### src/rtl/fx2_stream_writer.sv
// Drains the DAQ output FIFO into an FX2 slave FIFO endpoint at one byte per four cycles,
// and commits any partial USB packet with PKTEND once the stream has been idle long enough.
module fx2_stream_writer #(
    parameter int         PKT_BYTES      = 512,
    parameter int         TIMEOUT_CYCLES = 1024,
    parameter logic [1:0] EP_ADDR        = 2'b10
) (
    input  logic        clk_i,
    input  logic        reset_i,
    input  logic        en_i,
    input  logic        fifo_empty_i,
    output logic        fifo_rdreq_o,
    input  logic [7:0]  fifo_data_i,
    input  logic        fx2_full_n_i,
    output logic        fx2_slwr_n_o,
    output logic        fx2_pktend_n_o,
    output logic [1:0]  fx2_fifoadr_o,
    output logic [7:0]  fx2_fd_o,
    output logic        busy_o,
    output logic [15:0] pkt_count_o
);

    localparam int              BCW       = $clog2(PKT_BYTES);
    localparam logic [BCW-1:0]  BYTE_LAST = BCW'(PKT_BYTES - 1);
    localparam logic [15:0]     IDLE_LAST = 16'(TIMEOUT_CYCLES - 1);

    typedef enum logic [2:0] {
        ST_IDLE,
        ST_FETCH,
        ST_LATCH,
        ST_WAIT_FULL,
        ST_STROBE,
        ST_PEND_WAIT,
        ST_PEND
    } state_t;

    state_t         state_reg, state_next;
    logic [BCW-1:0] byte_cnt_reg, byte_cnt_next;
    logic [15:0]    idle_cnt_reg, idle_cnt_next;
    logic [15:0]    pkt_count_reg, pkt_count_next;
    logic [7:0]     fd_reg, fd_next;

    logic rdreq_reg;
    logic slwr_n_reg;
    logic pktend_n_reg;
    logic busy_reg;

    logic fetch_ok;

    assign fetch_ok = en_i && !fifo_empty_i;

    always_comb begin
        state_next     = state_reg;
        byte_cnt_next  = byte_cnt_reg;
        idle_cnt_next  = idle_cnt_reg;
        pkt_count_next = pkt_count_reg;
        fd_next        = fd_reg;

        case (state_reg)
            ST_IDLE: begin
                // New data wins over an expiring timeout.
                if (fetch_ok) begin
                    state_next    = ST_FETCH;
                    idle_cnt_next = '0;
                end else if (byte_cnt_reg != '0) begin
                    if (idle_cnt_reg == IDLE_LAST) begin
                        state_next = ST_PEND_WAIT;
                    end else begin
                        idle_cnt_next = idle_cnt_reg + 16'd1;
                    end
                end else begin
                    idle_cnt_next = '0;
                end
            end

            ST_FETCH: begin
                state_next = ST_LATCH;
            end

            ST_LATCH: begin
                fd_next    = fifo_data_i;
                state_next = ST_WAIT_FULL;
            end

            ST_WAIT_FULL: begin
                if (fx2_full_n_i) begin
                    state_next = ST_STROBE;
                end
            end

            ST_STROBE: begin
                // The FX2 commits a full packet on its own; only the count is tracked here.
                if (byte_cnt_reg == BYTE_LAST) begin
                    byte_cnt_next  = '0;
                    pkt_count_next = pkt_count_reg + 16'd1;
                end else begin
                    byte_cnt_next = byte_cnt_reg + BCW'(1);
                end
                state_next = fetch_ok ? ST_FETCH : ST_IDLE;
            end

            ST_PEND_WAIT: begin
                if (fx2_full_n_i) begin
                    state_next = ST_PEND;
                end
            end

            ST_PEND: begin
                byte_cnt_next  = '0;
                idle_cnt_next  = '0;
                pkt_count_next = pkt_count_reg + 16'd1;
                state_next     = ST_IDLE;
            end

            default: begin
                state_next = ST_IDLE;
            end
        endcase
    end

    always_ff @(posedge clk_i or negedge reset_i) begin
        if (!reset_i) begin
            state_reg     <= ST_IDLE;
            byte_cnt_reg  <= '0;
            idle_cnt_reg  <= '0;
            pkt_count_reg <= '0;
            fd_reg        <= '0;
        end else begin
            state_reg     <= state_next;
            byte_cnt_reg  <= byte_cnt_next;
            idle_cnt_reg  <= idle_cnt_next;
            pkt_count_reg <= pkt_count_next;
            fd_reg        <= fd_next;
        end
    end

    // Strobes come straight from flops so the FX2 never sees a decode glitch.
    always_ff @(posedge clk_i or negedge reset_i) begin
        if (!reset_i) begin
            rdreq_reg    <= 1'b0;
            slwr_n_reg   <= 1'b1;
            pktend_n_reg <= 1'b1;
            busy_reg     <= 1'b0;
        end else begin
            rdreq_reg    <= (state_next == ST_FETCH);
            slwr_n_reg   <= (state_next != ST_STROBE);
            pktend_n_reg <= (state_next != ST_PEND);
            busy_reg     <= (state_next != ST_IDLE);
        end
    end

    assign fifo_rdreq_o   = rdreq_reg;
    assign fx2_slwr_n_o   = slwr_n_reg;
    assign fx2_pktend_n_o = pktend_n_reg;
    assign fx2_fifoadr_o  = EP_ADDR;
    assign fx2_fd_o       = fd_reg;
    assign busy_o         = busy_reg;
    assign pkt_count_o    = pkt_count_reg;

    a_strobes_exclusive: assert property (@(posedge clk_i) disable iff (!reset_i)
        !(!fx2_slwr_n_o && !fx2_pktend_n_o));

endmodule
### config.mk
export PLATFORM = sky130hd
export DESIGN_NAME = fx2_stream_writer
export DESIGN_NICKNAME = d
export VERILOG_FILES = /design/src/rtl/fx2_stream_writer.sv
export SDC_FILE = /design/constraint.sdc
export NUM_CORES = 1
export LEC_CHECK = 0
export BUFFER_PORTS_ARGS = -buffer_cell sky130_fd_sc_hd__buf_2
export CORE_ASPECT_RATIO = 0.75
export CORE_MARGIN = 8
export CORE_UTILIZATION = 60
export DETAILED_ROUTE_END_ITERATION = 8
export GPL_TIMING_DRIVEN = 0
export PLACE_DENSITY = 0.92
export RECOVER_POWER = 50
export SKIP_CTS_REPAIR_TIMING = 1
export SYNTH_ARGS = -nofsm -noshare
export SYNTH_HDL_FRONTEND = slang
export SYNTH_SLANG_ARGS = --single-unit
### constraint.sdc
create_clock -name clk_i -period 4.47 [get_ports clk_i]
set_input_delay 0.2235 -clock clk_i [delete_from_list [all_inputs] [get_ports clk_i]]
set_output_delay 0.2235 -clock clk_i [all_outputs]
set_load 0.05 [all_outputs]
* Word-level counts from Yosys, hierarchy flattened
Index checks and enable logic that the tools add are counted.
** Word-level totals
- Output and inout port bits :: 30
- Bits of input ports :: 13
- Register bits after elaboration :: 56
- Word-level logic and storage cells :: 49
** Cells by class
- Add/sub/neg operators :: 3
- Eq/ne operators :: 13
- Reduce and logical (&&, ||, !) cells :: 9
- Mux-type cells :: 15
** Operators with widths (count)
- 2-to-1 mux 16 bit :: 4
- case mux 16 bit (2 select lines) :: 2
- adder 16 x 1 -> 16 bit, second input constant :: 2
- case mux 3 bit (6 select lines) :: 1
- case mux 9 bit (2 select lines) :: 1
- equality test 16 x 10 -> 1 bit, second input constant :: 1
- 2-to-1 mux 3 bit :: 5
- adder 9 x 1 -> 9 bit, second input constant :: 1
- equality test 3 bit, second input constant :: 3
- equality test 9 bit, second input constant :: 1
- 2-to-1 mux 9 bit :: 1
- nonzero test 9 bit :: 1
- equality test 3 x 1 -> 1 bit, second input constant :: 2
- equality test 3 x 2 -> 1 bit, second input constant :: 2
- != test 3 bit, second input constant :: 2
- != test 4 bit, second input constant :: 1
- AND reduction 2 bit :: 2
- nonzero test 2 bit :: 2
- logical NOT 3 bit :: 1
- nonzero test 3 bit :: 1
- != test 2 bit, second input constant :: 1
- logical AND 1 bit :: 1
- logical NOT 1 bit :: 1
- 2-to-1 mux 1 bit :: 1

* Longest topological paths before layout
- Word-level depth :: 6
- Gate-level depth with buffers :: 9
- Gate-level depth less buffers :: 9

* Worst setup path after synthesis
No wires, ideal clock.
- Path kind :: register -> register
- From :: reg byte_cnt_reg[0]
- To :: reg idle_cnt_reg[11]
- Cell stages (with the launch flop) :: 9
- Arrival time :: 2044 ps
- Path slack :: 2344 ps
- Buffers on the path :: 1
- Cell sequence :: dfrtp_1 -> inv_1 -> ha_1 -> or4b_1 -> o211a_1 -> a211oi_2 -> buf_6 -> a31oi_1 -> a31oi_1
** On the way
- Longest elaborated chain between the ends :: 4
- Elaborated cells on any way between the ends :: 6
- Those cells by class :: 1 x eq/ne; 3 x mux; 2 x reduce/logical
** RTL lines
- start, declared :: line 38 : logic [BCW-1:0] byte_cnt_reg, byte_cnt_next;
- start signal, assigned :: line 130 : byte_cnt_reg <= byte_cnt_next;
- nonzero test 9 bit (*) :: line 65 : end else if (byte_cnt_reg != '0) begin
- 2-to-1 mux 16 bit :: line 65
- 2-to-1 mux 16 bit :: line 62 : if (fetch_ok) begin
- case mux 16 bit (2 select lines) :: line 59 : case (state_reg)
- end signal, assigned :: line 131 : idle_cnt_reg <= idle_cnt_next;
- end, declared :: line 39 : logic [15:0] idle_cnt_reg, idle_cnt_next;
Every way passes the cells marked *; elsewhere a longest branch is shown, timed or not.
A chain may end at the register's enable or synchronous reset.

* Worst setup path in the final report
- From :: reg byte_cnt_reg[0]
- To :: reg idle_cnt_reg[3]
Same word-level chain as after synthesis.

==> run_summary.xml <==
<?xml version="1.0" encoding="UTF-8"?>
<metrics>
  <group name="outcome">
    <metric name="status" unit="">complete, but fails checks</metric>
    <metric name="failed_checks" unit="">capacitance limit, slew limit</metric>
  </group>
  <group name="worst_setup_path">
    <metric name="internal_reg_to_reg_setup_slack" unit="ns">2.00</metric>
    <metric name="crit_path_end_kind" unit="">register</metric>
    <metric name="worst-setup-path-type" unit="">reg -&gt; reg</metric>
    <metric name="timing.critical_path.slowest_stage_cell" unit="">or4b_1</metric>
    <metric name="crit_arrival" unit="ns">2.70</metric>
    <metric name="worstPathCellList" unit="">inv_1 -&gt; ha_1 -&gt; or4b_1 -&gt; o211a_1 -&gt; a211oi_2 -&gt; buf_6 -&gt; a21oi_1 -&gt; a31oi_1</metric>
    <metric name="worst_ep_required_time" unit="ns">4.70</metric>
    <metric name="crit_path_max_fanout" unit="">10</metric>
    <metric name="setup.worst_path.start_class" unit="">register</metric>
    <metric name="critPathMaxStageDelay" unit="ns">0.51</metric>
  </group>
  <group name="sta">
    <metric name="setup_repair_after_global_routing_missed_its_margin" unit="">no</metric>
    <metric name="relSlewSlack" unit="%">-90.02</metric>
    <metric name="setup-tns-final" unit="ns">0</metric>
    <metric name="final_min_period_over_clock_period" unit="%">55.17</metric>
    <metric name="tightestPinTransition" unit="ns">2.850</metric>
    <metric name="final-setup-viol-count" unit="">0</metric>
    <metric name="final_max_slew_viol_count" unit="">57</metric>
    <metric name="period_needed" unit="ns">2.466</metric>
    <metric name="upper_clock_frequency_limit" unit="MHz">405.5</metric>
    <metric name="worst_clock_skew" unit="ns">0.005905</metric>
    <metric name="final-hold-violation-count" unit="">0</metric>
  </group>
  <group name="place">
    <metric name="portBuffers" unit="">40</metric>
    <metric name="hpwl" unit="um">4577</metric>
    <metric name="gpl.final_weighted_congestion" unit="">0.9215</metric>
    <metric name="place_inst" unit="">366</metric>
  </group>
  <group name="job">
    <metric name="max_cap_viol_count" unit="">1</metric>
  </group>
  <group name="synthesis">
    <metric name="yosys_most_used_dff" unit="">dfrtp_1</metric>
    <metric name="synthesis.instances" unit="">269</metric>
    <metric name="synth_top_cell_by_area" unit="">dfrtp_1</metric>
    <metric name="synth_top_area_share" unit="%">49.66</metric>
    <metric name="synth-seq-cells" unit="">56</metric>
    <metric name="netlist_top_cells_area" unit="">dfrtp_1, xnor2_1, mux2_2</metric>
    <metric name="yosysWarningCount" unit="">0</metric>
    <metric name="ys_seq_area_share" unit="%">51.59</metric>
    <metric name="netlist_area" unit="um^2">2721</metric>
    <metric name="ys_async_sr_fraction" unit="%">100.0</metric>
    <metric name="synth_nets" unit="">287</metric>
    <metric name="number_of_enable_flip_flop_cells_after_synthesis" unit="">0</metric>
    <metric name="syn_avg_cell_area" unit="um^2">10.12</metric>
    <metric name="ys_types" unit="">47</metric>
  </group>
  <group name="die">
    <metric name="core" unit="um^2">4414</metric>
    <metric name="floorplan.initialDensity" unit="%">61.65</metric>
    <metric name="design.die.area" unit="um^2">6969</metric>
    <metric name="number_of_primary_i_o_pins" unit="">43</metric>
    <metric name="height_of_the_die" unit="um">74.33</metric>
    <metric name="row_count" unit="">21</metric>
    <metric name="dieWidth" unit="um">93.77</metric>
  </group>
  <group name="pwr">
    <metric name="power.density_cell_area" unit="nW/um^2">550.3</metric>
    <metric name="share_clk_of_total_power" unit="%">16.0</metric>
    <metric name="cellInternalPower" unit="uW">929.9</metric>
    <metric name="switching_share" unit="%">44.90</metric>
    <metric name="p_seq_share" unit="%">39.3</metric>
    <metric name="combPwrFrac" unit="%">44.6</metric>
    <metric name="power.leakage" unit="nW">1.369</metric>
    <metric name="net_sw_power" unit="uW">757.6</metric>
    <metric name="maximum_ir_drop_on_the_vdd_rail" unit="uV">502.3</metric>
  </group>
  <group name="layout">
    <metric name="fin_util" unit="%">69.47</metric>
    <metric name="fill_cells" unit="">315</metric>
    <metric name="drive_gt1_share" unit="%">17.98</metric>
    <metric name="finalNetCount" unit="">334</metric>
    <metric name="final_cells" unit="">374</metric>
    <metric name="most_used_cells_in_the_layout_excluding_fill_and_tap_cells" unit="">dfrtp_1, buf_2, nand2_1, o21ai_0, clkbuf_1</metric>
    <metric name="syn_to_final_growth" unit="%">12.69</metric>
    <metric name="n_antenna_cell" unit="">0</metric>
    <metric name="final_common_cell" unit="">dfrtp_1</metric>
  </group>
  <group name="cts">
    <metric name="clock_insertion_delay_at_the_later_pin_of_the_skew_report" unit="ns">0.31</metric>
    <metric name="cts_root_buf" unit="">clkbuf_8</metric>
    <metric name="numClockSinks" unit="">56</metric>
    <metric name="tritoncts" unit="">built</metric>
    <metric name="cts-htree-levels" unit="">2</metric>
    <metric name="cts_max_path_buffers" unit="">2</metric>
    <metric name="cts_made_buffers" unit="">5</metric>
    <metric name="clkSlewWorstSetupHoldPaths" unit="ns">0.10</metric>
  </group>
  <group name="drt">
    <metric name="residual_antenna_violating_net_count_after_detailed_routing" unit="">0</metric>
    <metric name="vias_per_cell" unit="">6.029</metric>
    <metric name="dr.pass1.iters" unit="">5</metric>
    <metric name="detail_route.drc_violations" unit="">0</metric>
    <metric name="drt-total-wl" unit="um">6161</metric>
    <metric name="first_iter_violations" unit="">260</metric>
    <metric name="via_count" unit="">2255</metric>
    <metric name="routedWlPerCell" unit="um">16.47</metric>
  </group>
  <group name="global_routing">
    <metric name="grt_pass1_wl" unit="um">10220</metric>
    <metric name="grt_antenna_before_repair" unit="">0</metric>
    <metric name="vias_in_the_first_global_route" unit="">2170</metric>
    <metric name="grt_max_degree" unit="">57</metric>
    <metric name="track_usage" unit="%">18.41</metric>
    <metric name="grt-ovfl-total" unit="">0</metric>
  </group>
  <group name="min_path">
    <metric name="holdCritPathClass" unit="">in -&gt; reg</metric>
  </group>
</metrics>
[final cells by class]
class	instances	area, um^2	area share, %
Buffer	11	57.56	1.877
Tap cell	57	71.32	2.326
Clock inverter	2	16.27	0.5304
Sequential cell	56	1404	45.78
Multi-Input combinational cell	193	1226	39.98
Timing Repair Buffer	40	185.2	6.038
Clock buffer	6	72.57	2.366
Inverter	9	33.78	1.102
[layer usage]
layer / wire, um / up-vias / global-route usage [%] / share of wire (%)
met5: 0 / - / 0 / 0
met4: 143 / 0 / 7.356 / 2.3
met3: 459 / 19 / 5.141 / 7.5
met2: 2871 / 102 / 28.12 / 47
met1: 2685 / 1081 / 24.30 / 44
li1: - / 1053 / - / -
[critical path: cells and delay by family (launching register included)]
kind	cells	cell delay, ns
adder cells (fa/ha/maj)	1	0.15
flip-flops	1	0.41
AO/OA/AOI/OAI	4	0.99
AND/OR/NAND/NOR	1	0.51
buffers and inverters	2	0.32
[cell families after synthesis]
logic type | count (synthesis) | synth area share (%)
buffers and inverters | 20 | 3.356
adder cells (fa/ha/maj) | 5 | 2.299
AND/OR/NAND/NOR | 96 | 17.89
flip-flops | 56 | 51.59
XOR/XNOR | 17 | 5.471
other | 2 | 0.2760
AO/OA/AOI/OAI | 60 | 13.93
multiplexers | 13 | 5.196
[final timing paths]
check | from | end | cells after the start
worst max-delay path | byte_cnt_reg[0] | idle_cnt_reg[3] | 8
worst min-delay path | fx2_full_n_i | fx2_pktend_n_o | 2
worst max register to register | byte_cnt_reg[0] | idle_cnt_reg[3] | 8
worst min register to register | pkt_count_o[15] | pkt_count_o[15] | 1
max in group asynchronous | reset_i | byte_cnt_reg[4] | 1
min in group asynchronous | reset_i | fx2_fd_o[1] | 1
[through the flow]
step | cell area (um^2) | total power [mW] | setup slack, ns | hold slack, ns
CTS | 3082 | 1.703 | 2.034 | 0.1184
global route | 3067 | 1.778 | 1.375 | 0.1297
detailed placement | 2993 | 1.429 | 2.104 | 0.4525
floorplan | 2721 | 1.229 | 2.344 | -0.07209
global placement | 2993 | 1.381 | 2.100 | 0.4481
finish | 3067 | 1.688 | 2.004 | 0.1284
[power groups by stage]
stage	logic [mW]	clock network [mW]	registers (mW)
6_report	0.753	0.271	0.664
5_1_grt	0.808	0.295	0.674
4_1_cts	0.765	0.276	0.662
3_5_place_dp	0.757	0	0.672
3_3_place_gp	0.723	0	0.658
2_1_floorplan	0.367	0	0.862
[synth_stat cells (2+ instances only)]
library cell / count
dfrtp_1: 54
nand2_1: 26
o21ai_0: 20
nor2_1: 16
a31oi_1: 13
nand3_1: 12
xnor2_1: 12
a21oi_1: 11
inv_1: 9
mux2_2: 9
nand4_1: 8
nor3_1: 7
and3_1: 6
clkbuf_1: 6
ha_1: 5
nand2b_1: 5
xor2_1: 5
mux2i_1: 4
nor2b_1: 3
nor4_1: 3
or2_2: 3
a41oi_1: 2
buf_4: 2
conb_1: 2
dfstp_2: 2
o211a_1: 2
o31ai_1: 2
Power figures use the tool's default switching activity.
